<file path="src/rtl/telem_pkg.sv">
// rtl/telem_pkg.sv - shared constants, state enum and helpers for the telemetry ADC scanner
package telem_pkg;

    localparam logic [1:0] START_BITS = 2'b11;
    localparam logic [2:0] TAIL_BITS  = 3'b111;

    typedef enum logic [1:0] {
        ST_IDLE,
        ST_SETUP,
        ST_SHIFT,
        ST_GAP
    } scan_state_t;

    function automatic logic [7:0] ctrl_byte(input logic [2:0] ch);
        return {START_BITS, ch, TAIL_BITS};
    endfunction

    function automatic logic [1:0] range_of(input logic [15:0] value,
                                            input logic [15:0] th0,
                                            input logic [15:0] th1,
                                            input logic [15:0] th2);
        if (value < th0) begin
            return 2'd0;
        end else if (value < th1) begin
            return 2'd1;
        end else if (value < th2) begin
            return 2'd2;
        end
        return 2'd3;
    endfunction

endpackage

</file>
<file path="src/rtl/telem_adc_scanner_spi_frame_engine.sv">
// rtl/telem_adc_scanner_spi_frame_engine.sv - one ADC conversion frame: divider, control byte out, result in
module spi_frame_engine
    import telem_pkg::*;
#(
    parameter int DATA_W      = 12,
    parameter int CLK_DIV     = 2,
    parameter int FRAME_SCLKS = 24
) (
    input  logic              fab_clk,
    input  logic              fab_resetn,
    input  logic              div_en,
    input  logic              frame_start,
    input  logic [2:0]        frame_ch,
    input  logic              adc_din,
    output logic              tick,
    output logic              adc_cs_n,
    output logic              adc_sclk,
    output logic              adc_dout,
    output logic              frame_done,
    output logic [DATA_W-1:0] frame_data
);

    localparam int DIV_W  = (CLK_DIV > 1) ? $clog2(CLK_DIV) : 1;
    localparam int EDGES  = 2 * FRAME_SCLKS;
    localparam int EDGE_W = $clog2(EDGES + 1);

    scan_state_t       st, st_nxt;
    logic [DIV_W-1:0]  div_cnt;
    logic [EDGE_W-1:0] edge_cnt;
    logic [6:0]        ctrl_sr;
    logic [DATA_W-1:0] shreg;
    logic [7:0]        cb;
    logic              last_edge;
    logic              capture;
    int                rise_idx;

    assign tick      = div_en && (div_cnt == DIV_W'(CLK_DIV - 1));
    assign cb        = ctrl_byte(frame_ch);
    assign last_edge = (edge_cnt == EDGE_W'(EDGES - 1));
    assign rise_idx  = int'(edge_cnt[EDGE_W-1:1]);
    // rising edges 0..7 clock the control byte, 8 is the ADC busy clock
    assign capture   = !adc_sclk && (rise_idx >= 9) && (rise_idx <= 8 + DATA_W);

    always_comb begin
        st_nxt = st;
        case (st)
            ST_IDLE:  if (frame_start) st_nxt = ST_SETUP;
            ST_SETUP: if (tick) st_nxt = ST_SHIFT;
            ST_SHIFT: if (tick && last_edge) st_nxt = ST_IDLE;
            default:  st_nxt = ST_IDLE;
        endcase
    end

    always_ff @(posedge fab_clk or negedge fab_resetn) begin
        if (!fab_resetn) begin
            st <= ST_IDLE;
        end else begin
            st <= st_nxt;
        end
    end

    always_ff @(posedge fab_clk or negedge fab_resetn) begin
        if (!fab_resetn) begin
            div_cnt    <= '0;
            edge_cnt   <= '0;
            ctrl_sr    <= '0;
            shreg      <= '0;
            adc_cs_n   <= 1'b1;
            adc_sclk   <= 1'b0;
            adc_dout   <= 1'b0;
            frame_done <= 1'b0;
            frame_data <= '0;
        end else begin
            frame_done <= 1'b0;
            // restarting on frame_start keeps SETUP exactly one tick long
            if (!div_en || frame_start || tick) begin
                div_cnt <= '0;
            end else begin
                div_cnt <= div_cnt + 1'b1;
            end
            if (st == ST_IDLE && frame_start) begin
                adc_cs_n <= 1'b0;
                adc_dout <= cb[7];
                ctrl_sr  <= cb[6:0];
                edge_cnt <= '0;
                shreg    <= '0;
            end else if (st == ST_SHIFT && tick) begin
                adc_sclk <= ~adc_sclk;
                edge_cnt <= edge_cnt + 1'b1;
                if (capture) begin
                    shreg <= {shreg[DATA_W-2:0], adc_din};
                end
                if (adc_sclk) begin
                    adc_dout <= ctrl_sr[6];
                    ctrl_sr  <= {ctrl_sr[5:0], 1'b0};
                end
                if (last_edge) begin
                    adc_cs_n   <= 1'b1;
                    adc_dout   <= 1'b0;
                    frame_done <= 1'b1;
                    frame_data <= shreg;
                end
            end
        end
    end

endmodule

</file>
<file path="src/rtl/telem_adc_scanner.sv">
// rtl/telem_adc_scanner.sv - multi-channel telemetry ADC sequencer with result bank and range classifier
module telem_adc_scanner
    import telem_pkg::*;
#(
    parameter int N_CH        = 8,
    parameter int DATA_W      = 12,
    parameter int CLK_DIV     = 2,
    parameter int FRAME_SCLKS = 24,
    parameter int CS_GAP      = 4,
    parameter int CLS_CH      = 2,
    parameter int TH0         = 500,
    parameter int TH1         = 1500,
    parameter int TH2         = 2500
) (
    input  logic              fab_clk,
    input  logic              fab_resetn,
    input  logic              start,
    input  logic              cont,
    input  logic [N_CH-1:0]   ch_mask,
    output logic              adc_cs_n,
    output logic              adc_sclk,
    output logic              adc_dout,
    input  logic              adc_din,
    output logic              busy,
    output logic              smp_valid,
    output logic [2:0]        smp_ch,
    output logic [DATA_W-1:0] smp_data,
    output logic              scan_done,
    input  logic [2:0]        rd_addr,
    output logic [DATA_W-1:0] rd_data,
    output logic [1:0]        range_code
);

    localparam int GAP_TICKS = 2 * CS_GAP;
    localparam int GAP_W     = $clog2(GAP_TICKS + 1);

    scan_state_t       state, state_nxt;
    logic [N_CH-1:0]   mask_q;
    logic [2:0]        cur_ch;
    logic [2:0]        frame_ch;
    logic [2:0]        next_ch;
    logic [2:0]        first_ch;
    logic              has_next;
    logic              has_first;
    logic [GAP_W-1:0]  gap_cnt;
    logic              tick;
    logic              frame_start;
    logic              frame_done;
    logic [DATA_W-1:0] frame_data;
    logic              gap_end;
    logic              accept;
    logic              rescan;
    logic [DATA_W-1:0] bank [N_CH];

    spi_frame_engine #(
        .DATA_W      (DATA_W),
        .CLK_DIV     (CLK_DIV),
        .FRAME_SCLKS (FRAME_SCLKS)
    ) u_engine (
        .fab_clk     (fab_clk),
        .fab_resetn  (fab_resetn),
        .div_en      (state != ST_IDLE),
        .frame_start (frame_start),
        .frame_ch    (frame_ch),
        .adc_din     (adc_din),
        .tick        (tick),
        .adc_cs_n    (adc_cs_n),
        .adc_sclk    (adc_sclk),
        .adc_dout    (adc_dout),
        .frame_done  (frame_done),
        .frame_data  (frame_data)
    );

    // descending loops leave the lowest qualifying index as the winner
    always_comb begin
        has_first = 1'b0;
        first_ch  = 3'd0;
        has_next  = 1'b0;
        next_ch   = 3'd0;
        for (int i = N_CH - 1; i >= 0; i--) begin
            if (ch_mask[i]) begin
                has_first = 1'b1;
                first_ch  = 3'(i);
            end
            if (mask_q[i] && (i > int'(cur_ch))) begin
                has_next = 1'b1;
                next_ch  = 3'(i);
            end
        end
    end

    assign accept  = (state == ST_IDLE) && start && !scan_done && has_first;
    assign gap_end = (state == ST_GAP) && tick && (gap_cnt == GAP_W'(GAP_TICKS - 1));
    assign rescan  = cont && has_first;

    always_comb begin
        state_nxt   = state;
        frame_start = 1'b0;
        frame_ch    = cur_ch;
        case (state)
            ST_IDLE: begin
                if (accept) state_nxt = ST_SETUP;
            end
            ST_SETUP: begin
                frame_start = 1'b1;
                state_nxt   = ST_SHIFT;
            end
            ST_SHIFT: begin
                if (frame_done) state_nxt = ST_GAP;
            end
            ST_GAP: begin
                if (gap_end) begin
                    if (has_next) begin
                        frame_start = 1'b1;
                        frame_ch    = next_ch;
                        state_nxt   = ST_SHIFT;
                    end else if (rescan) begin
                        frame_start = 1'b1;
                        frame_ch    = first_ch;
                        state_nxt   = ST_SHIFT;
                    end else begin
                        state_nxt = ST_IDLE;
                    end
                end
            end
            default: state_nxt = ST_IDLE;
        endcase
    end

    always_ff @(posedge fab_clk or negedge fab_resetn) begin
        if (!fab_resetn) begin
            state <= ST_IDLE;
        end else begin
            state <= state_nxt;
        end
    end

    always_ff @(posedge fab_clk or negedge fab_resetn) begin
        if (!fab_resetn) begin
            busy       <= 1'b0;
            scan_done  <= 1'b0;
            mask_q     <= '0;
            cur_ch     <= 3'd0;
            gap_cnt    <= '0;
            range_code <= 2'd0;
            for (int i = 0; i < N_CH; i++) begin
                bank[i] <= '0;
            end
        end else begin
            scan_done <= 1'b0;
            if (accept) begin
                mask_q <= ch_mask;
                cur_ch <= first_ch;
                busy   <= 1'b1;
            end
            if (frame_done) begin
                gap_cnt <= '0;
                for (int i = 0; i < N_CH; i++) begin
                    if (cur_ch == 3'(i)) bank[i] <= frame_data;
                end
                if (cur_ch == 3'(CLS_CH)) begin
                    range_code <= range_of(16'(frame_data), 16'(TH0), 16'(TH1), 16'(TH2));
                end
            end else if (state == ST_GAP && tick) begin
                gap_cnt <= gap_cnt + 1'b1;
            end
            if (gap_end) begin
                if (has_next) begin
                    cur_ch <= next_ch;
                end else begin
                    scan_done <= 1'b1;
                    if (rescan) begin
                        mask_q <= ch_mask;
                        cur_ch <= first_ch;
                    end else begin
                        busy <= 1'b0;
                    end
                end
            end
        end
    end

    assign smp_valid = frame_done;
    assign smp_ch    = cur_ch;
    assign smp_data  = frame_data;

    always_comb begin
        rd_data = '0;
        for (int i = 0; i < N_CH; i++) begin
            if (rd_addr == 3'(i)) rd_data = bank[i];
        end
    end

endmodule

</file>
<file path="config.mk">
export PLATFORM = sky130hd
export DESIGN_NAME = telem_adc_scanner
export DESIGN_NICKNAME = d
export VERILOG_FILES = /design/src/rtl/telem_pkg.sv /design/src/rtl/telem_adc_scanner_spi_frame_engine.sv /design/src/rtl/telem_adc_scanner.sv
export SDC_FILE = /design/constraint.sdc
export NUM_CORES = 1
export LEC_CHECK = 0
export ABC_AREA = 1
export BUFFER_PORTS_ARGS = -buffer_cell sky130_fd_sc_hd__buf_2
export CORE_MARGIN = 2
export CORE_UTILIZATION = 61
export CTS_CLUSTER_SIZE = 25
export DETAILED_ROUTE_END_ITERATION = 8
export PLACE_DENSITY_LB_ADDON = 0.15
export SETUP_SLACK_MARGIN = 0.3
export SLEW_MARGIN = 20
export SYNTH_ARGS = -nofsm -noshare
export SYNTH_HDL_FRONTEND = slang
export SYNTH_HIERARCHICAL = 1
export SYNTH_SLANG_ARGS = --single-unit
</file>
<file path="constraint.sdc">
create_clock -name fab_clk -period 3.26 [get_ports fab_clk]
set_clock_uncertainty 0.15 [all_clocks]
set_input_delay 0.163 -clock fab_clk [delete_from_list [all_inputs] [get_ports fab_clk]]
set_output_delay 0.163 -clock fab_clk [all_outputs]
set_load 0.01 [all_outputs]
</file>
After elaboration in Yosys (flattened, before gate mapping)
Cells that the tools add are included.

Register bits: 161. Logic and storage cells: 220. Output and inout bits: 35. Input port bits: 16.

Reduce and logical (&&, ||, !) cells: 51. $lt $le $gt $ge: 12. Multiplexer cells: 100. Add/subtract/negate cells: 3. Bitwise operators: 2. Equality and inequality tests: 27.

Operators with widths (number): 2-to-1 mux 12 bit (11); 2-to-1 mux 3 bit (23); 2-to-1 mux 1 bit (40); 2-to-1 mux 8 bit (4); AND reduction 2 bit (13); == test 3 bit, second input constant (8); 2-to-1 mux 2 bit (12); 2-to-1 mux 7 bit (3); logical AND 1 bit (19); == test 3 x 2 -> 1 bit, second input constant (4); > comparator 3 bit, first input constant (4); less-than comparator 12 x 11 -> 1 bit, second input constant (1); less-than comparator 12 bit, second input constant (1); less-than comparator 12 x 9 -> 1 bit, second input constant (1); 2-to-1 mux 6 bit (2); nonzero test 2 bit (6); AND reduction 3 bit (3); 2-to-1 mux 4 bit (2); one-hot mux 2 bit (4 select lines) (1); adder 6 x 1 -> 6 bit, second input constant (1); == test 2 bit, second input constant (3); == test 3 x 1 -> 1 bit, second input constant (2); == test 6 bit, second input constant (1); > comparator 2 x 3 -> 1 bit, first input constant (2); other kinds (17) (28).

Logic depth before layout (Yosys ltp)
Depth in word-level cells: 16. Mapped depth: 18. Depth with buffers taken out: 17.

By module
The synthesis kept the hierarchy.

Modules (own cells, without submodules): telem_adc_scanner (times used 1, sequential area each 2902.8 um^2, cells an instance 676, area each 5481.5 um^2); spi_frame_engine (times used 1, sequential area each 1102.3 um^2, cells an instance 245, area each 2115.8 um^2).

Worst setup path after synthesis
No wires, ideal clock.

Path kind: reg2reg. From: register state[1]. To: register u_engine.ctrl_sr[0]. Slack: 702 ps. Buffers on the path: 1. Data arrival time: 2291 ps. Data required time: 2992 ps. Library setup time: 118 ps. Period minus slack after synthesis: 2558 ps. Stages on the path, launching flop included: 18. Cells stage by stage: dfrtp_1 > or2_4 > nand2_2 > inv_2 > nand3_2 > inv_2 > nand2_2 > nor2_4 > nand2_2 > inv_1 > nand2_2 > a21boi_0 > nand3_2 > buf_4 > nand2_1 > nand2_2 > a21oi_1 > inv_1.

Longest elaborated chain between the ends: 9. Elaborated cells on any way between the ends: 14. Classes of those cells: eq/ne: 2; mux: 3; reduce/logical: 9.

Ends and longest elaborated chain: start, declared (RTL line telem_adc_scanner.sv:37) `scan_state_t state, state_nxt;`; start signal, assigned (RTL line telem_adc_scanner.sv:134) `state <= state_nxt;`; nonzero test 2 bit (*) (RTL line telem_adc_scanner.sv:62) `.div_en (state != ST_IDLE),`; logical AND 1 bit (*) (RTL line telem_adc_scanner_spi_frame_engine.sv:37) `assign tick = div_en && (div_cnt == DIV_W'(CLK_DIV - 1));`; net tick (RTL line telem_adc_scanner.sv:46) `logic tick;`; logical AND 1 bit (*) (2 in series) (RTL line telem_adc_scanner.sv:93) `assign gap_end = (state == ST_GAP) && tick && (gap_cnt == GAP_W'(GAP_TICKS - 1));`; 2-to-1 mux 1 bit (*) (RTL line telem_adc_scanner.sv:112) `if (gap_end) begin`; one-hot mux 1 bit (2 select lines) (*) (RTL line telem_adc_scanner.sv:100) `case (state)`; net frame_start (RTL line telem_adc_scanner.sv:47) `logic frame_start;`; logical AND 1 bit (*) (RTL line telem_adc_scanner_spi_frame_engine.sv:81) `if (st == ST_IDLE && frame_start) begin`; nonzero test 2 bit (no source line); AND reduction 2 bit (no source line); end signal, assigned (RTL line telem_adc_scanner_spi_frame_engine.sv:84) `ctrl_sr <= cb[6:0];`; end signal, assigned (RTL line telem_adc_scanner_spi_frame_engine.sv:95) `ctrl_sr <= {ctrl_sr[5:0], 1'b0};`; end, declared (RTL line telem_adc_scanner_spi_frame_engine.sv:30) `logic [6:0] ctrl_sr;`.

The timed path passes the listed nets; every way through them passes the cells marked *. A chain may end at the register's enable or synchronous reset.

Worst setup path after layout
From: register state[0]. To: register u_engine.ctrl_sr[5].

Same word-level chain as after synthesis.

==> results.txt <==
----------------------------------------------------
[Yosys]
  Area fraction in compound gates after synthesis ... 0.132
  Post-synthesis share of cell area spent on xor and xnor gates ... 0.00115
  Area share of fa/ha/maj cells after synthesis ... 0.00329
  Synthesized Nets ... 939
  Post-synthesis share of cell area spent on and, or, nand and nor gates ... 0.269
  Largest cells by area after synthesis ... dfrtp_1, nand2_1, o21ai_0, nand3_1, inv_1
  Largest family of logic cells by synthesized area ... simple AND/OR/NAND/NOR gates
  Yosys cell types ... 38
  Count of yosys warnings during synthesis ... 6
  Register bit total from synthesis ... 160
  Fraction of synthesized area in multiplexers ... 0
  Area share of the leading cell type in the synthesized netlist ... 0.524
  Number of instances in the synthesized netlist ... 921
  Leading cell types by count after synthesis ... nand2_1, dfrtp_1, o21ai_0
  Syn Std Cell Area ... 7600 um^2
  Most area-hungry cell type in the Yosys netlist ... dfrtp_1
  Fraction of the yosys area taken by sequential cells ... 0.527
  Count of flip-flops with a built-in enable after synthesis ... 0
  Average size of a mapped cell ... ~8.2 um^2
  Ys flop type ... dfrtp_1
  Leading cell type by number of instances after synthesis ... nand2_1
  Async set-or-reset flop fraction in the synthesized netlist ... 1.00

[CTS]
  Worst-skew pair later-pin latency ... between 0.4 and 0.5 ns
  Number of clock sinks ... 160
  Clock Tree Root ... clkbuf_16
  CTS H-tree depth ... 4
  Clock Path Buffers ... 2
  TritonCTS clock tree ... done
  Clock-pin slew of the registers on the worst-case setup and hold paths ... 0.06 ns
  TritonCTS buffer count ... 17

[Global route]
  Antenna violations before repair ... 0
  First-pass GRT wire length ... approximately 29 mm
  Remaining Overflow, GRT ... 0
  Global-route total usage across every layer ... 0.277
  Via count of the first global-routing pass ... between 5000 and 6000
  Largest net degree at the start of global routing ... 90

[Pwr]
  Power per Cell Area ... 472 nW/um^2
  Cell internal power dissipation ... roughly 3.3 mW
  Power dissipated by switching net loads ... 0.833 mW
  Combinational fraction of design power ... 0.033
  Design Power ... 4.10 mW
  Sequential cell fraction of total power ... 0.486
  Share of total power consumed by net switching ... 0.203
  Leak Pwr ... approximately 4.3 nW
  Part of the total power dissipated in the clock network ... 0.481
  Maximum vdd drop ... 312 uV

[Timing]
  Final Slew Violations ... 0
  Sum of negative setup slack ... 0 ns
  Crit path time final ... 2.73 ns
  Final cycle utilization of the critical path ... 0.837
  Final setup viols ... 0
  Upper clock frequency limit ... 0.367 GHz
  Final hold violation count ... 0
  Slew at the pin with the worst max-slew slack ... 0.864 ns
  Max_slew headroom ... 0.423
  Setup repair after global routing missed its margin ... no

[Setup path]
  Startpoint class of the critical path ... flop
  Peak fanout along the critical path ... 9
  Required time of the worst setup path ... roughly 3.5 ns
  Startpoint of the worst register-to-register path ... state[0]$_DFFE_PN0P_
  Kind of end point of the critical path ... flop
  Capture point of the worst reg-to-reg path ... u_engine/ctrl_sr[5]$_DFFE_PN0P_
  Crit path launch ... state[0]$_DFFE_PN0P_
  Worst setup endpoint ... u_engine/ctrl_sr[5]$_DFFE_PN0P_
  Category of the critical setup timing path ... reg2reg
  Endpoint arrival time on the critical path ... a little under 3 ns
  Register-to-Register Setup Slack ... 0.53 ns
  Depth of the most critical reg-to-reg path ... 17

[Detailed routing]
  Final ANT Viol Nets ... 0
  Ratio of routed vias to standard cells ... 5.39
  Routed wirelength normalized by instance count ... 14.7 um
  Number of remaining DRC errors ... 0
  Pre-Repair DR Iteration Count ... 5
  Via count ... 6228
  Detailed Route WL ... between 15 and 20 mm
  Number of DRC markers after the initial detailed-route iteration ... 608

[Floorplanning]
  Die height ... around 120 um
  Number of cell rows ... 40
  Top-level I/O count ... 51
  Die boundary width ... between 100 and 150 um
  Placeable core area ... 12100 um^2
  Total die area ... 13400 um^2
  Initial core utilization ... 0.630

[Final layout]
  # diodes ... 0
  Final Instance Count excl. Fillers ... about 1200
  Area of all placed cells without fillers ... 8680 um^2
  Layout Nets ... 995
  Fraction of layout cells with a size suffix above 1 ... 0.151
  Area Overhead vs Synth ... 14.2%

[Placed design]
  DP Area ... between 7000 and 8000 um^2
  Estimated wirelength of the detail-placed design ... 11.3 mm
  Placer's final routability congestion estimate ... 0.913
  Number of cells after detailed placement ... 1112
  Port Buffers ... 50

[Job]
  Max Cap Viol ... 0

[Min path]
  Hold Crit Class ... in2reg

[Status]
  Status ... finished, final reports clean

----------------------------------------------------
how the worst min path moves through the flow:
stage | from | end | slack, ns | depth (start not counted)
finish | start | state[0]$_DFFE_PN0P_ | 0.12 | 5
global route | start | state[0]$_DFFE_PN0P_ | 0.14 | 5
CTS | start | state[0]$_DFFE_PN0P_ | 0.1 | 5
detailed placement | fab_resetn | bank[32]$_DFFE_PN0P_ | 0.14 | 1
global placement | fab_resetn | bank[6]$_DFFE_PN0P_ | 0.14 | 1
floorplan | fab_resetn | bank[0]$_DFFE_PN0P_ | -0.28 | 0
power by group through the flow:
stage	Combinational (mW)	Clock [mW]	Sequential (mW)
after detailed placement	0.127	0	2.03
final	0.136	1.97	1.99
after global routing	0.154	2.08	1.99
after CTS	0.138	1.99	1.99
after floorplan	0.0479	0	2.03
after global placement	0.127	0	2.03
area by class of cell:
| cell class | instances | area, um^2 |
|---|---|---|
| Clock inverter | 6 | 108 |
| Multi-Input combinational cell | 641 | 3080 |
| Clock buffer | 24 | 472 |
| Timing Repair Buffer | 73 | 469 |
| Fill cell | 972 | 3380 |
| Inverter | 84 | 332 |
| Tap cell | 168 | 210 |
| Sequential cell | 160 | 4010 |
state kept, by name, indices dropped and copies added (netlist names):
signal and flops:
busy 1, u_engine/adc_dout 1, smp_ch 3, range_code 2, u_engine/edge_cnt 6, u_engine/adc_sclk 1
bank 96, gap_cnt 4, scan_done 1, u_engine/st 2, u_engine/frame_done 1, u_engine/adc_cs_n 1
u_engine/div_cnt 1, u_engine/shreg 12, state 2, u_engine/ctrl_sr 7, mask_q 7, u_engine/frame_data 12
worst max-delay path, cell delays in order, from the launching register on:
cell	delay [ns]
dfrtp_1	0.43
or2_4	0.17
nand2_2	0.11
inv_2	0.13
nand3_2	0.12
inv_2	0.11
nand2_2	0.07
nor2_4	0.09
nand2_2	0.11
inv_2	0.11
nand2_2	0.09
a21boi_1	0.20
nand3_2	0.23
nand2_2	0.15
nand2_2	0.14
inv_2	0.12
nand2_1	0.05
o21ai_1	0.07
cells by family (layout without fill, tap and decap cells):
logic type               after synthesis  count (layout)
AND/OR/NAND/NOR                      461             461
AO/OA/AOI/OAI                        177             177
flip-flops                           160             160
buffers and inverters                120             187
adder cells (fa/ha/maj)                2               2
XOR/XNOR                               1               1
routing by layer:
metal / GRT usage / part of all wire
met1: 0.370 / 0.44
met4: 0.0892 / 0.013
met5: 0 / 0
met3: 0.0455 / 0.046
met2: 0.466 / 0.50
cell usage in the layout, fill, tap and decap left out, types with 11 or more instances in the layout:
master         synthesis  layout
nor2_1                55      55
clkbuf_16              0      17
nand3_1               55      55
nand2_2               14      15
o211ai_1              12      12
buf_4                  3      11
inv_1                 73      72
o21ai_2               12      12
dfrtp_1              159     158
buf_2                  6      49
nand2_1              290     289
o22ai_1               13      13
nand4_1               16      16
o21ai_0              101     101
a21oi_1               27      27
dlygate4sd3_1          0      11
what timing repair did:
action / in CTS / in global routing
hold endpoints to repair: 97 / 0
endpoints found under the setup margin: 15 / 22
hold buffers: 11 / 0
gates resized for setup: 1 / 4
pin swaps: 1 / 1
buffers inserted: 2 / 1
per-stage QoR:
stage	setup WS [ns]	hold WS, ns	utilization
after floorplan	0.702	-0.283	-
after global placement	0.408	0.141	0.660
after detailed placement	0.242	0.136	0.660
after CTS	0.316	0.0967	0.719
after global routing	0.306	0.139	0.720
final	0.533	0.117	0.720
Power figures use the tool's default switching activity.
